### config.mk
export PLATFORM = sky130hd
export DESIGN_NAME = iob_aclint
export DESIGN_NICKNAME = d
export VERILOG_FILES = /design/src/rtl/iob_aclint.sv
export SDC_FILE = /design/constraint.sdc
export NUM_CORES = 1
export LEC_CHECK = 0
export CAP_MARGIN = 20
export CORE_ASPECT_RATIO = 0.5
export CORE_MARGIN = 5
export CORE_UTILIZATION = 55
export DETAILED_ROUTE_END_ITERATION = 7
export GPL_ROUTABILITY_DRIVEN = 0
export PLACE_DENSITY_LB_ADDON = 0.12
export REMOVE_ABC_BUFFERS = 1
export SLEW_MARGIN = 10
export SYNTH_ARGS = -nofsm -noshare
export SYNTH_HDL_FRONTEND = slang
export SYNTH_SLANG_ARGS = --single-unit
### constraint.sdc
create_clock -name clk_i -period 2.8 [get_ports clk_i]
set_clock_uncertainty 0.05 [all_clocks]
set_input_delay 0.42 -clock clk_i [delete_from_list [all_inputs] [get_ports clk_i]]
set_output_delay 0.42 -clock clk_i [all_outputs]
set_load 0.01 [all_outputs]
### src/rtl/iob_aclint.sv
// RISC-V ACLINT (MSWI, MTIMER, SSWI) for N_HARTS harts behind a single IOb slave port.
// mtime advances on a prescaled clk_i tick or on synchronised rising edges of rtc_i.
module iob_aclint #(
  parameter int N_HARTS  = 1,
  parameter int ADDR_W   = 16,
  parameter int DATA_W   = 32,
  parameter int TICK_DIV = 100,
  parameter int RTC_EN   = 0
) (
  input  logic                  clk_i,
  input  logic                  arst_n_i,
  input  logic                  cke_i,
  input  logic                  iob_avalid_i,
  input  logic [ADDR_W-1:0]     iob_addr_i,
  input  logic [DATA_W-1:0]     iob_wdata_i,
  input  logic [DATA_W/8-1:0]   iob_wstrb_i,
  output logic                  iob_rvalid_o,
  output logic [DATA_W-1:0]     iob_rdata_o,
  output logic                  iob_ready_o,
  input  logic                  rtc_i,
  input  logic                  halt_i,
  output logic [N_HARTS-1:0]    mtip_o,
  output logic [N_HARTS-1:0]    msip_o,
  output logic [N_HARTS-1:0]    ssip_o
);

  localparam int PW = (TICK_DIV > 1) ? $clog2(TICK_DIV) : 1;

  logic [PW-1:0]      presc;
  logic [2:0]         rtc_sync;
  logic [63:0]        mtime;
  logic [63:0]        mtimecmp [N_HARTS];
  logic [N_HARTS-1:0] msip;
  logic [N_HARTS-1:0] mtip;
  logic [N_HARTS-1:0] ssip;
  logic               ready;
  logic               rvalid;
  logic [DATA_W-1:0]  rdata;

  logic               wr;
  logic               rd;
  logic [N_HARTS-1:0] msip_sel;
  logic [N_HARTS-1:0] cmp_lo_sel;
  logic [N_HARTS-1:0] cmp_hi_sel;
  logic [N_HARTS-1:0] ssip_sel;
  logic               mt_lo_sel;
  logic               mt_hi_sel;
  logic [DATA_W-1:0]  rmux;
  logic               presc_tick;
  logic               rtc_tick;
  logic               tick;

  // Each set strobe bit replaces one byte of the addressed word.
  function automatic logic [DATA_W-1:0] byte_merge(input logic [DATA_W-1:0] old,
                                                   input logic [DATA_W-1:0] wd,
                                                   input logic [DATA_W/8-1:0] st);
    logic [DATA_W-1:0] res;
    res = old;
    for (int b = 0; b < DATA_W/8; b++) begin
      if (st[b]) res[8*b +: 8] = wd[8*b +: 8];
    end
    return res;
  endfunction

  assign wr = iob_avalid_i && ready && (iob_wstrb_i != '0);
  assign rd = iob_avalid_i && ready && (iob_wstrb_i == '0);

  // Full-address match, so misaligned addresses fall into the unmapped space.
  always_comb begin
    msip_sel   = '0;
    cmp_lo_sel = '0;
    cmp_hi_sel = '0;
    ssip_sel   = '0;
    for (int h = 0; h < N_HARTS; h++) begin
      msip_sel[h]   = (iob_addr_i == ADDR_W'(4 * h));
      cmp_lo_sel[h] = (iob_addr_i == ADDR_W'(32'h4000 + 8 * h));
      cmp_hi_sel[h] = (iob_addr_i == ADDR_W'(32'h4004 + 8 * h));
      ssip_sel[h]   = (iob_addr_i == ADDR_W'(32'hC000 + 4 * h));
    end
    mt_lo_sel = (iob_addr_i == ADDR_W'(32'hBFF8));
    mt_hi_sel = (iob_addr_i == ADDR_W'(32'hBFFC));
  end

  always_comb begin
    rmux = '0;
    for (int h = 0; h < N_HARTS; h++) begin
      if (msip_sel[h])   rmux = {{(DATA_W-1){1'b0}}, msip[h]};
      if (cmp_lo_sel[h]) rmux = mtimecmp[h][31:0];
      if (cmp_hi_sel[h]) rmux = mtimecmp[h][63:32];
    end
    if (mt_lo_sel) rmux = mtime[31:0];
    if (mt_hi_sel) rmux = mtime[63:32];
  end

  assign presc_tick = (presc == PW'(TICK_DIV - 1));
  assign rtc_tick   = rtc_sync[1] & ~rtc_sync[2];
  assign tick       = ((RTC_EN != 0) ? rtc_tick : presc_tick) & ~halt_i;

  // Time base stage: prescaler and rtc_i synchroniser with edge history flop.
  always_ff @(posedge clk_i or negedge arst_n_i) begin
    if (!arst_n_i) begin
      presc    <= '0;
      rtc_sync <= '0;
    end else if (cke_i) begin
      rtc_sync <= {rtc_sync[1:0], rtc_i};
      if (!halt_i) presc <= presc_tick ? '0 : presc + 1'b1;
    end
  end

  // A write to either mtime word takes priority and swallows a coincident tick.
  always_ff @(posedge clk_i or negedge arst_n_i) begin
    if (!arst_n_i) begin
      mtime <= '0;
    end else if (cke_i) begin
      if (wr && (mt_lo_sel || mt_hi_sel)) begin
        if (mt_lo_sel) mtime[31:0]  <= byte_merge(mtime[31:0], iob_wdata_i, iob_wstrb_i);
        if (mt_hi_sel) mtime[63:32] <= byte_merge(mtime[63:32], iob_wdata_i, iob_wstrb_i);
      end else if (tick) begin
        mtime <= mtime + 64'd1;
      end
    end
  end

  // Per-hart register stage: compare values, software interrupts, timer compare.
  always_ff @(posedge clk_i or negedge arst_n_i) begin
    if (!arst_n_i) begin
      for (int h = 0; h < N_HARTS; h++) mtimecmp[h] <= '1;
      msip <= '0;
      mtip <= '0;
      ssip <= '0;
    end else if (cke_i) begin
      for (int h = 0; h < N_HARTS; h++) begin
        if (wr && cmp_lo_sel[h])
          mtimecmp[h][31:0] <= byte_merge(mtimecmp[h][31:0], iob_wdata_i, iob_wstrb_i);
        if (wr && cmp_hi_sel[h])
          mtimecmp[h][63:32] <= byte_merge(mtimecmp[h][63:32], iob_wdata_i, iob_wstrb_i);
        if (wr && msip_sel[h] && iob_wstrb_i[0]) msip[h] <= iob_wdata_i[0];
        ssip[h] <= wr && ssip_sel[h] && iob_wstrb_i[0] && iob_wdata_i[0];
        mtip[h] <= (mtime >= mtimecmp[h]);
      end
    end
  end

  // Bus response stage: single-cycle read data and permanent ready.
  always_ff @(posedge clk_i or negedge arst_n_i) begin
    if (!arst_n_i) begin
      ready  <= 1'b0;
      rvalid <= 1'b0;
      rdata  <= '0;
    end else if (cke_i) begin
      ready  <= 1'b1;
      rvalid <= rd;
      if (rd) rdata <= rmux;
    end
  end

  assign iob_ready_o  = ready;
  assign iob_rvalid_o = rvalid;
  assign iob_rdata_o  = rdata;
  assign mtip_o       = mtip;
  assign msip_o       = msip;
  assign ssip_o       = ssip;

endmodule

==> summary.md, run 1 <==
| Metric | Value |
|---|---|
| FF-to-FF End | `mtip_o` |
| CP endpoint | `mtip_o` |
| Nets | `1399` |
| Final period util | `97.3%` |
| Setup crit end kind | `flop` |
| Via density | `6.37` |
| Mapped Avg Cell Area | `9.56 um^2` |
| Endpoints failing setup | `0` |
| CTS tree | `yes` |
| Die W | `208 um` |
| Critical path startpoint category | `flop` |
| FFs w/ async S/R, synth | `100%` |
| Tot Pwr | `6.04 mW` |
| Dpl ws | `-0.158 ns` |
| Req. time, crit path | `3.12 ns` |
| I/O Buffers | `93` |
| Root Driver | `clkbuf_16` |
| Routed length per instance | `21.4 um` |
| Flops & latches, synth | `172` |
| Overflow after GRT | `0` |
| Placed cell count | `1521` |
| P per Cell Area | `454 nW/um^2` |
| Post-synthesis sequential area ratio | `40.5%` |
| Site Rows | `36` |
| Main flop type after synthesis | `dfrtp_1` |
| Hold crit path type | `in -> async` |
| Warnings from Yosys | `0` |
| Post-route ant nets | `0` |
| Max cap viols | `0` |
| Largest net degree at the start of global routing | `62` |
| Worst skew pair latency | `0.46 ns` |
| Worst Hold Slack | `0.379 ns` |
| Post-DP HPWL | `24.6 mm` |
| Initial core utilization | `55.7%` |
| Number of global-route vias before repair | `9613` |
| Fin area | `13300 um^2` |
| Tmin final | `2.73 ns` |
| Initial antenna violation count | `0` |
| Kind of critical path | `reg -> reg` |
| Initial DRT Pass Iterations | `8` |
| Post-synth design cell area | `10800 um^2` |
| Area growth syn-to-layout | `22.9%` |
| Cell Count, Final, Fillers Out | `1554` |
| Peak VDD IR | `0.444 mV` |
| Clock slew at reported path FFs | `0.07 ns` |
| Chip Height | `109 um` |
| Antenna cells | `0` |
| DR vias | `9904` |
| Distinct cells, synth | `80` |
| Number of flops mapped to enable cells by yosys | `0` |
| Core Footprint | `19400 um^2` |
| Final wirelength | `33.2 mm` |
| Reg-to-Reg Start | `mtimecmp[21]` |
| Io pins | `95` |
| CP Max Fanout | `3` |
| CP startpoint | `mtimecmp[21]` |
| First-pass GRT wire length | `52.5 mm` |
| Iteration-0 DRC Markers | `1189` |
| DP Area | `12600 um^2` |
| Slew @ Worst Pin | `0.684 ns` |
| Worst R2R Path Depth | `8` |
| Outcome | `finished, final reports clean` |
| Top achievable clock speed | `0.367 GHz` |
| H-tree depth | `4` |
| DRC | `0` |
| R2R Setup Slk | `0.07 ns` |
| Layout cell share with drive strength beyond 1 | `24.8%` |
| All-Layer GR Usage | `29.5%` |
| Slew margin rel. | `54.2%` |
| Hold Fails Final Rpt | `0` |
| Clk sink count | `172` |
| Post-Synthesis Cells | `1132` |
| Leak Pwr | `5.55 nW` |
| Fill cell count | `1517` |
| Total die area | `22700 um^2` |
| CTS Buffer Depth | `2` |
| PnR worst setup slack | `0.0747 ns` |
| Max-slew violation count | `0` |
| TritonCTS Buffers | `17` |
| Arrival time at the worst endpoint | `3.04 ns` |
==> critical path: stages, from the launching register on <==
cell and delay (ns):
dfstp_2 0.54, inv_1 0.05, ha_1 0.29, nand4_1 0.17, or4_4 0.63, or4_1 0.41
o221ai_1 0.25, o21ai_0 0.13, o211ai_1 0.11
==> power breakdown <==
| part | leakage (nW) | total (mW) | internal [mW] | switching, mW |
|---|---|---|---|---|
| clock network | 0.329 | 2.83 | 1.76 | 1.07 |
| logic | 3.12 | 0.548 | 0.254 | 0.294 |
| registers | 2.09 | 2.66 | 2.56 | 0.0991 |
==> cell families after synthesis <==
family,synth area share [%]
AND/OR/NAND/NOR,15.1
flip-flops,40.5
XOR/XNOR,0.243
multiplexers,9.97
adder cells (fa/ha/maj),7.63
buffers and inverters,4.89
AO/OA/AOI/OAI,21.6
==> synth_stat cells, types with 4 or more instances <==
library cell | count | share of area [%]
a21oi_1 | 124 | 5.7
nor2b_1 | 5 | 0.29
a211oi_1 | 4 | 0.28
and4_1 | 4 | 0.32
o21ai_4 | 4 | 0.60
a31oi_1 | 9 | 0.52
clkbuf_1 | 39 | 1.4
nor4_4 | 4 | 0.79
mux2_2 | 88 | 9.2
a2bb2oi_1 | 4 | 0.32
a41o_1 | 4 | 0.37
nand2_1 | 114 | 4.0
a31o_2 | 4 | 0.32
nor4_1 | 7 | 0.40
or4_1 | 4 | 0.28
nand2b_1 | 6 | 0.35
o21ai_0 | 87 | 4.0
inv_1 | 72 | 2.5
dfrtp_1 | 108 | 25
o22a_1 | 11 | 0.89
nor2_1 | 38 | 1.3
nand4_1 | 25 | 1.4
o22ai_1 | 23 | 1.3
nand3_1 | 43 | 2.0
a222oi_1 | 31 | 2.9
or2_2 | 7 | 0.40
o32ai_1 | 7 | 0.57
ha_1 | 66 | 7.6
buf_4 | 5 | 0.35
dfstp_2 | 64 | 16
buf_2 | 5 | 0.23
and3_1 | 12 | 0.69
nor3_1 | 10 | 0.46
mux2_1 | 6 | 0.62
a21o_1 | 14 | 0.97
==> cells in the final DEF (no fill, tap or decap), types with 6 or more instances in the layout <==
| master | Yosys | layout |
|---|---|---|
| dfstp_2 | 64 | 64 |
| ha_1 | 66 | 66 |
| buf_4 | 5 | 76 |
| bufinv_16 | 0 | 7 |
| mux2_1 | 6 | 6 |
| nor3_1 | 10 | 10 |
| inv_1 | 72 | 72 |
| nand2_1 | 114 | 112 |
| dfrtp_1 | 108 | 108 |
| a31oi_1 | 9 | 9 |
| clkbuf_16 | 0 | 17 |
| nor4_1 | 7 | 7 |
| nand4_1 | 25 | 25 |
| nor2_1 | 38 | 38 |
| and3_1 | 12 | 11 |
| mux2_2 | 88 | 88 |
| a21o_1 | 14 | 14 |
| o21ai_0 | 87 | 87 |
| clkdlybuf4s50_1 | 0 | 91 |
| a21oi_1 | 124 | 124 |
| buf_12 | 0 | 9 |
| o32ai_1 | 7 | 7 |
| o22ai_1 | 23 | 23 |
| nand3_1 | 43 | 43 |
| or2_2 | 7 | 7 |
| o22a_1 | 11 | 11 |
| a222oi_1 | 31 | 31 |
==> flip-flops by register name, summed over array words and instances (netlist names) <==
register and cells:
mtime 64, mtimecmp 64, iob_rdata_o 32, presc 7, iob_ready_o 1, iob_rvalid_o 1, msip_o 1, mtip_o 1
ssip_o 1
==> through the flow <==
step | TNS (ns) | util [%]
6_report | 0 | 68.5
5_1_grt | -0.00287 | 68.5
4_1_cts | 0 | 68.5
3_5_place_dp | -5.48 | 64.8
3_3_place_gp | -1.89 | 64.8
2_1_floorplan | -96.57 | -
==> routing by layer <==
metal | vias to the layer above | track usage (%) | wire length [um]
met5 | - | 0 | 0
met4 | 0 | 9.65 | 777
met3 | 68 | 7.30 | 3020
met2 | 461 | 45.6 | 14600
met1 | 4845 | 41.3 | 14800
li1 | 4530 | - | -
==> layout make-up <==
cell class	count	area, um^2	share of cell area [%]
clock buffers	17	425	3.20
inverters	72	270	2.03
repair buffers	179	1690	12.7
multi-input cells	833	5930	44.6
flip-flops and latches	172	4380	33.0
well taps	266	333	2.50
clock inverters	15	269	2.02
==> repair_timing <==
action                     CTS  global route
hold buffers                 1             0
setup buffers                0             0
hold endpoints to repair    21             0
resized for setup            0             3
setup endpoints to repair    0             7
==> how the worst min path moves through the flow <==
stage                       to  slack [ns]  cells past startpoint
2_1_floorplan   iob_rdata_o[0]        0.07                      0
3_3_place_gp   iob_rdata_o[21]        0.29                      1
3_5_place_dp   iob_rdata_o[21]        0.29                      1
4_1_cts                 ssip_o        0.37                      3
5_1_grt        iob_rdata_o[19]        0.40                      2
6_report       iob_rdata_o[21]        0.38                      2
Power figures use the tool's default switching activity.
==> inputs of run 2 (changes only) <==
- CTS_BUF_LIST: not set -> sky130_fd_sc_hd__clkbuf_8
- SETUP_SLACK_MARGIN: not set -> 0.1
==> run 2 against run 1 <==
Effect of this change: first-iteration DRC count is 4.9% lower; worst hold slack worse by 0.055 ns; fmax is 4.2% higher; routed wire length is 0.33% lower; clock power is 21% lower; non-clock buffer count is 4 higher; sequential power hardly changed; sequential share of layout area is 0.37 points higher; global-route usage is 0.34 points lower; critical path depth stayed put; critical path type unchanged.
==> summary.md, run 2 (synthesized netlist as in run 1, its figures left out) <==
| Metric | Value |
|---|---|
| Overflow after GRT | `0 (unchanged)` |
| Top achievable clock speed | `0.382 GHz (+4.2%)` |
| Max-slew violation count | `0 (unchanged)` |
| Clk sink count | `172 (unchanged)` |
| DRC | `0 (unchanged)` |
| Number of global-route vias before repair | `9564 (-0.51%)` |
| Req. time, crit path | `3.12 ns (about the same)` |
| Outcome | `finished, final reports clean` |
| Clock slew at reported path FFs | `0.09 ns (+0.02 ns)` |
| Setup crit end kind | `flop` |
| Hold Fails Final Rpt | `0 (unchanged)` |
| Unrepaired setup endpoints after global routing | `false` |
| Iteration-0 DRC Markers | `1131 (-4.9%)` |
| Commonest cells after routing, fill and taps aside | `a21oi_1, nand2_1, dfrtp_1` |
| Layout cell share with drive strength beyond 1 | `25.4% (+0.54 points)` |
| Final period util | `93.4% (-3.9 points)` |
| Commonest non-fill, non-tap cell in the layout | `a21oi_1` |
| Arrival time at the worst endpoint | `2.94 ns (-0.10 ns)` |
| Core Footprint | `19400 um^2 (unchanged)` |
| Met3 Usage GRT | `6.73% (-0.57 points)` |
| Tmin final | `2.62 ns (-0.110 ns)` |
| Max cap viols | `0 (unchanged)` |
| I/O Buffers | `93 (unchanged)` |
| Initial core utilization | `55.7% (unchanged)` |
| Largest net degree at the start of global routing | `62 (unchanged)` |
| DR vias | `9915 (+0.11%)` |
| Gr busiest metal | `met2` |
| Via density | `6.36 (-0.15%)` |
| Nets | `1403 (+0.29%)` |
| TritonCTS Buffers | `17 (unchanged)` |
| CP Buf/Inv Count | `2 (+1)` |
| Endpoints failing setup | `0 (unchanged)` |
| Initial antenna violation count | `0 (unchanged)` |
| Critical-path cell list | `nand3_1 > or4_1 > buf_4 > nor3_4 > nand3_2 > buf_4 > o22ai_1 > a21oi_1` |
| Slew @ Worst Pin | `0.670 ns (-0.0140 ns)` |
| Worst-path cell with the longest stage delay | `or4_1` |
| Routed length per instance | `21.3 um (-0.58%)` |
| Post-route ant nets | `0 (unchanged)` |
| Chip Height | `109 um (unchanged)` |
| Reg-to-Reg Start | `mtime[21]` |
| Placed cell count | `1521 (unchanged)` |
| H-tree depth | `4 (unchanged)` |
| Total die area | `22700 um^2 (unchanged)` |
| Antenna cells | `0 (unchanged)` |
| Kind of critical path | `reg -> reg` |
| First-pass GRT wire length | `52.0 mm (-0.88%)` |
| Cell mode on critical path | `buf_4` |
| Top delay family on crit path | `simple AND/OR/NAND/NOR gates` |
| Critical path startpoint category | `flop` |
| Root Driver | `clkbuf_8` |
| Worst skew pair latency | `0.51 ns (+0.05 ns)` |
| CTS Buffer Depth | `2 (unchanged)` |
| Die W | `208 um (unchanged)` |
| Cell Count, Final, Fillers Out | `1558 (+0.26%)` |
| Dpl ws | `-0.158 ns (unchanged)` |
| Hold crit path type | `in -> async` |
| Leak Pwr | `5.48 nW (-1.1%)` |
| CP Max Fanout | `6 (+3)` |
| Peak VDD IR | `0.359 mV (-19%)` |
| Slew margin rel. | `55.1% (+0.94 points)` |
| Initial DRT Pass Iterations | `8 (unchanged)` |
| Grt met1 use | `41.8% (+0.48 points)` |
| CTS tree | `yes` |
| Area growth syn-to-layout | `21.6%` |
| CP max stage delay | `0.54 ns (-0.09 ns)` |
| CP startpoint | `mtime[21]` |
| Final wirelength | `33.1 mm (-0.33%)` |
| PnR worst setup slack | `0.185 ns (+0.110 ns)` |
| Post-DP HPWL | `24.6 mm (unchanged)` |
| Io pins | `95 (unchanged)` |
| All-Layer GR Usage | `29.2% (-0.34 points)` |
| Routing usage on met2 | `44.9% (-0.70 points)` |
| Site Rows | `36 (unchanged)` |
| P per Cell Area | `414 nW/um^2 (-8.8%)` |
| Tot Pwr | `5.45 mW (-9.8%)` |
-- run 2: layer usage --
| metal | up-vias | share of wire (%) | wire length (um) |
|---|---|---|---|
| met2 | 471 | 44 | 14600 |
| met4 | 0 | 2.0 | 659 |
| li1 | 4545 | - | - |
| met1 | 4841 | 45 | 14800 |
| met5 | - | 0 | 0 |
| met3 | 58 | 9.4 | 3100 |
-- run 2: layout make-up --
type	instances	area (um^2)
clock buffer	17	234
inverter	72	270
tap	266	333
timing repair buffer	183	1720
multi-input combinational	833	5950
fill	1551	6260
sequential	172	4390
clock inverter	15	269
-- run 2: repair_timing --
item                                   CTS  global route
pin swaps                                0             5
setup endpoints to repair                1            19
hold buffers                             1             0
setup buffers                            0             4
gates resized for setup                  1             6
endpoints found under the hold margin   21             0
gates cloned                             0             0
-- run 2: worst paths after layout --
path / endpoint / slack, ns / depth (start not counted)
worst max-delay path: mtime[55] / 0.18 / 8
worst min-delay path: iob_rdata_o[18] / 0.32 / 2
worst max register to register: mtime[55] / 0.18 / 8
worst min register to register: iob_rdata_o[25] / 0.43 / 2
max in group asynchronous: mtimecmp[42] / 1.60 / 3
min in group clk_i: ssip_o / 0.33 / 3
-- run 2: per-stage QoR --
stage | setup TNS [ns] | hold slack [ns] | utilization (%) | cell area [um^2]
floorplan | -96.57 | 0.0744 | - | 10600
global placement | -1.89 | 0.290 | 64.8 | 12600
detailed placement | -5.48 | 0.293 | 64.8 | 12600
CTS | 0 | 0.289 | 67.5 | 13100
global route | 0 | 0.335 | 67.8 | 13200
finish | 0 | 0.325 | 67.8 | 13200
-- run 2: report_power, final --
part | leakage, nW | total [mW] | switching, mW | internal (mW)
clock | 0.242 | 2.24 | 0.996 | 1.24
sequential | 2.09 | 2.66 | 0.102 | 2.56
combinational | 3.15 | 0.552 | 0.295 | 0.257
total | 5.48 | 5.45 | 1.39 | 4.06
==> inputs of run 3 (changes only) <==
- CTS_BUF_LIST: sky130_fd_sc_hd__clkbuf_8 -> sky130_fd_sc_hd__clkbuf_4
- SLEW_MARGIN: 10 -> 30
==> run 3 against run 2 <==
Effect of this change: register-to-register slack worse by 0.05 ns; die area unchanged; utilization is 0.49 points lower; critical path depth up 1; global-route usage is 0.098 points lower; clock power decreased by 13%; sequential power about the same; largest cell class unchanged.
==> summary.md, run 3 (synthesized netlist as in run 1, its figures left out) <==
| Metric | Value |
|---|---|
| Outcome | `finished, final reports clean` |
| Max-slew violation count | `0 (unchanged)` |
| Sw Share | `26.5% (+0.90 points)` |
| Top delay family on crit path | `simple AND/OR/NAND/NOR gates` |
| Via density | `6.35 (-0.27%)` |
| Arrival time at the worst endpoint | `3.18 ns (+0.24 ns)` |
| Initial antenna violation count | `0 (unchanged)` |
| Initial DRT Pass Iterations | `6 (-2)` |
| Tmin final | `2.66 ns (+0.0487 ns)` |
| Fin area | `13100 um^2 (-0.72%)` |
| Iteration-0 DRC Markers | `1166 (+3.1%)` |
| Final wirelength | `33.0 mm (-0.35%)` |
| DP Area | `12600 um^2 (unchanged)` |
| Chip Height | `109 um (unchanged)` |
| TritonCTS Buffers | `17 (unchanged)` |
| Clock slew at reported path FFs | `0.15 ns (+0.06 ns)` |
| Site Rows | `36 (unchanged)` |
| CP Buf/Inv Count | `2 (unchanged)` |
| I/O Buffers | `93 (unchanged)` |
| Worst path depth | `9 (+1)` |
| Seq pwr share | `51.6% (+2.8 points)` |
| DRC | `0 (unchanged)` |
| Core Footprint | `19400 um^2 (unchanged)` |
| Top achievable clock speed | `0.375 GHz (-1.8%)` |
| Post-route ant nets | `0 (unchanged)` |
| Unrepaired setup endpoints after global routing | `false` |
| Leak Pwr | `5.45 nW (-0.67%)` |
| Overflow after GRT | `0 (unchanged)` |
| Post-DP HPWL | `24.6 mm (unchanged)` |
| Net Sw Power | `1.37 mW (-1.9%)` |
| Root Driver | `clkbuf_4` |
| Largest net degree at the start of global routing | `62 (unchanged)` |
| CTS Buffer Depth | `2 (unchanged)` |
| Routed length per instance | `21.2 um (-0.41%)` |
| DR vias | `9895 (-0.20%)` |
| Slew @ Worst Pin | `0.669 ns (-0.00137 ns)` |
| Number of global-route vias before repair | `9528 (-0.38%)` |
| Worst R2R Path Depth | `9 (+1)` |
| Total die area | `22700 um^2 (unchanged)` |
| Io pins | `95 (unchanged)` |
| Area growth syn-to-layout | `20.8%` |
| CP Max Fanout | `6 (unchanged)` |
| Critical path startpoint category | `flop` |
| Clock power frac | `37.7% (-3.3 points)` |
| All-Layer GR Usage | `29.1% (-0.098 points)` |
| Setup crit end kind | `flop` |
| Req. time, crit path | `3.31 ns (+0.19 ns)` |
| Placed cell count | `1521 (unchanged)` |
| Clk sink count | `172 (unchanged)` |
| CTS tree | `yes` |
| Worst-path cell with the longest stage delay | `or4_1` |
| CP max stage delay | `0.55 ns (about the same)` |
| Nets | `1404 (+0.071%)` |
| Final period util | `95.1% (+1.7 points)` |
| Slew margin rel. | `55.2% (+0.092 points)` |
| Kind of critical path | `reg -> reg` |
| Peak VDD IR | `0.325 mV (-9.6%)` |
| Antenna cells | `0 (unchanged)` |
| Worst skew pair latency | `0.65 ns (+0.14 ns)` |
| Combinational share of power | `10.7% (+0.6 points)` |
| H-tree depth | `4 (unchanged)` |
| Max cap viols | `0 (unchanged)` |
| Cell Count, Final, Fillers Out | `1559 (+0.064%)` |
| Layout cell share with drive strength beyond 1 | `25.5% (+0.14 points)` |
| Initial core utilization | `55.7% (unchanged)` |
| Hold Fails Final Rpt | `0 (unchanged)` |
| Endpoints failing setup | `0 (unchanged)` |
| Commonest cells after routing, fill and taps aside | `a21oi_1, nand2_1, dfrtp_1` |
| Commonest non-fill, non-tap cell in the layout | `a21oi_1` |
| Cell mode on critical path | `buf_4` |
| P per Cell Area | `395 nW/um^2 (-4.6%)` |
| Die W | `208 um (unchanged)` |
| Pint | `3.80 mW (-6.4%)` |
| Hold crit path type | `in -> async` |
| First-pass GRT wire length | `51.8 mm (-0.32%)` |
| Critical-path cell list | `nand3_1 > or4_1 > buf_4 > nor4_4 > buf_4 > and3_2 > a31o_2 > a21oi_1 > a21oi_2` |
## run 3: cell count changes in the layout (fill, tap and decap cells not counted), sizes merged
cell,delta
buf,+1
## run 3: worst register-to-register path, stage by stage (launching register included)
cell and delay (ns):
dfrtp_2 0.47, nand3_1 0.20, or4_1 0.55, buf_4 0.20
nor4_4 0.32, buf_4 0.21, and3_2 0.23, a31o_2 0.16
a21oi_1 0.08, a21oi_2 0.13
## run 3: per-stage QoR
step           setup WS [ns]  total power [mW]  hold slack [ns]  setup TNS (ns)  utilization [%]
2_1_floorplan          -1.70              2.90           0.0744          -96.57                -
3_3_place_gp         -0.0795              3.22            0.290           -1.89             64.8
3_5_place_dp          -0.158              3.24            0.293           -5.48             64.8
4_1_cts                0.126              5.17            0.142               0             67.0
5_1_grt               0.0432              5.35            0.166               0             67.3
6_report               0.136              5.16            0.181               0             67.3
## run 3: worst paths after layout
check / startpoint / end / slack [ns]
max: mtime[20] / mtime[41] / 0.14
min: arst_n_i / mtime[54] / 0.18
max reg2reg: mtime[20] / mtime[41] / 0.14
min reg2reg: iob_rdata_o[25] / iob_rdata_o[25] / 0.44
max in group asynchronous: arst_n_i / mtimecmp[42] / 1.74
min in group clk_i: iob_addr_i[2] / ssip_o / 0.20
## run 3: area by class of cell
type	count	area (um^2)
inverters	72	270
well taps	266	333
clock buffers	17	128
repair buffers	184	1730
multi-input cells	833	5950
fillers	1569	6350
clock inverters	15	269
flip-flops and latches	172	4390
## run 3: layer usage
layer	vias up	GRT usage, %	routed length (um)
met1	4851	41.7	14800
li1	4547	-	-
met5	-	0	0
met4	0	7.73	647
met2	446	44.7	14500
met3	51	6.93	3030
## run 3: power by group through the flow
stage | sequential [mW] | combinational [mW] | clock [mW]
finish | 2.66 | 0.554 | 1.95
global route | 2.67 | 0.611 | 2.06
CTS | 2.66 | 0.545 | 1.97
detailed placement | 2.70 | 0.538 | 0
global placement | 2.69 | 0.521 | 0
floorplan | 2.68 | 0.222 | 0
## run 3: what timing repair did
action | CTS | global route
endpoints found under the hold margin | 103 | 0
gates resized for setup | 1 | 7
cloned | 0 | 0
pin swaps | 0 | 5
endpoints found under the setup margin | 1 | 18
setup buffers | 0 | 5
hold buffers | 1 | 0
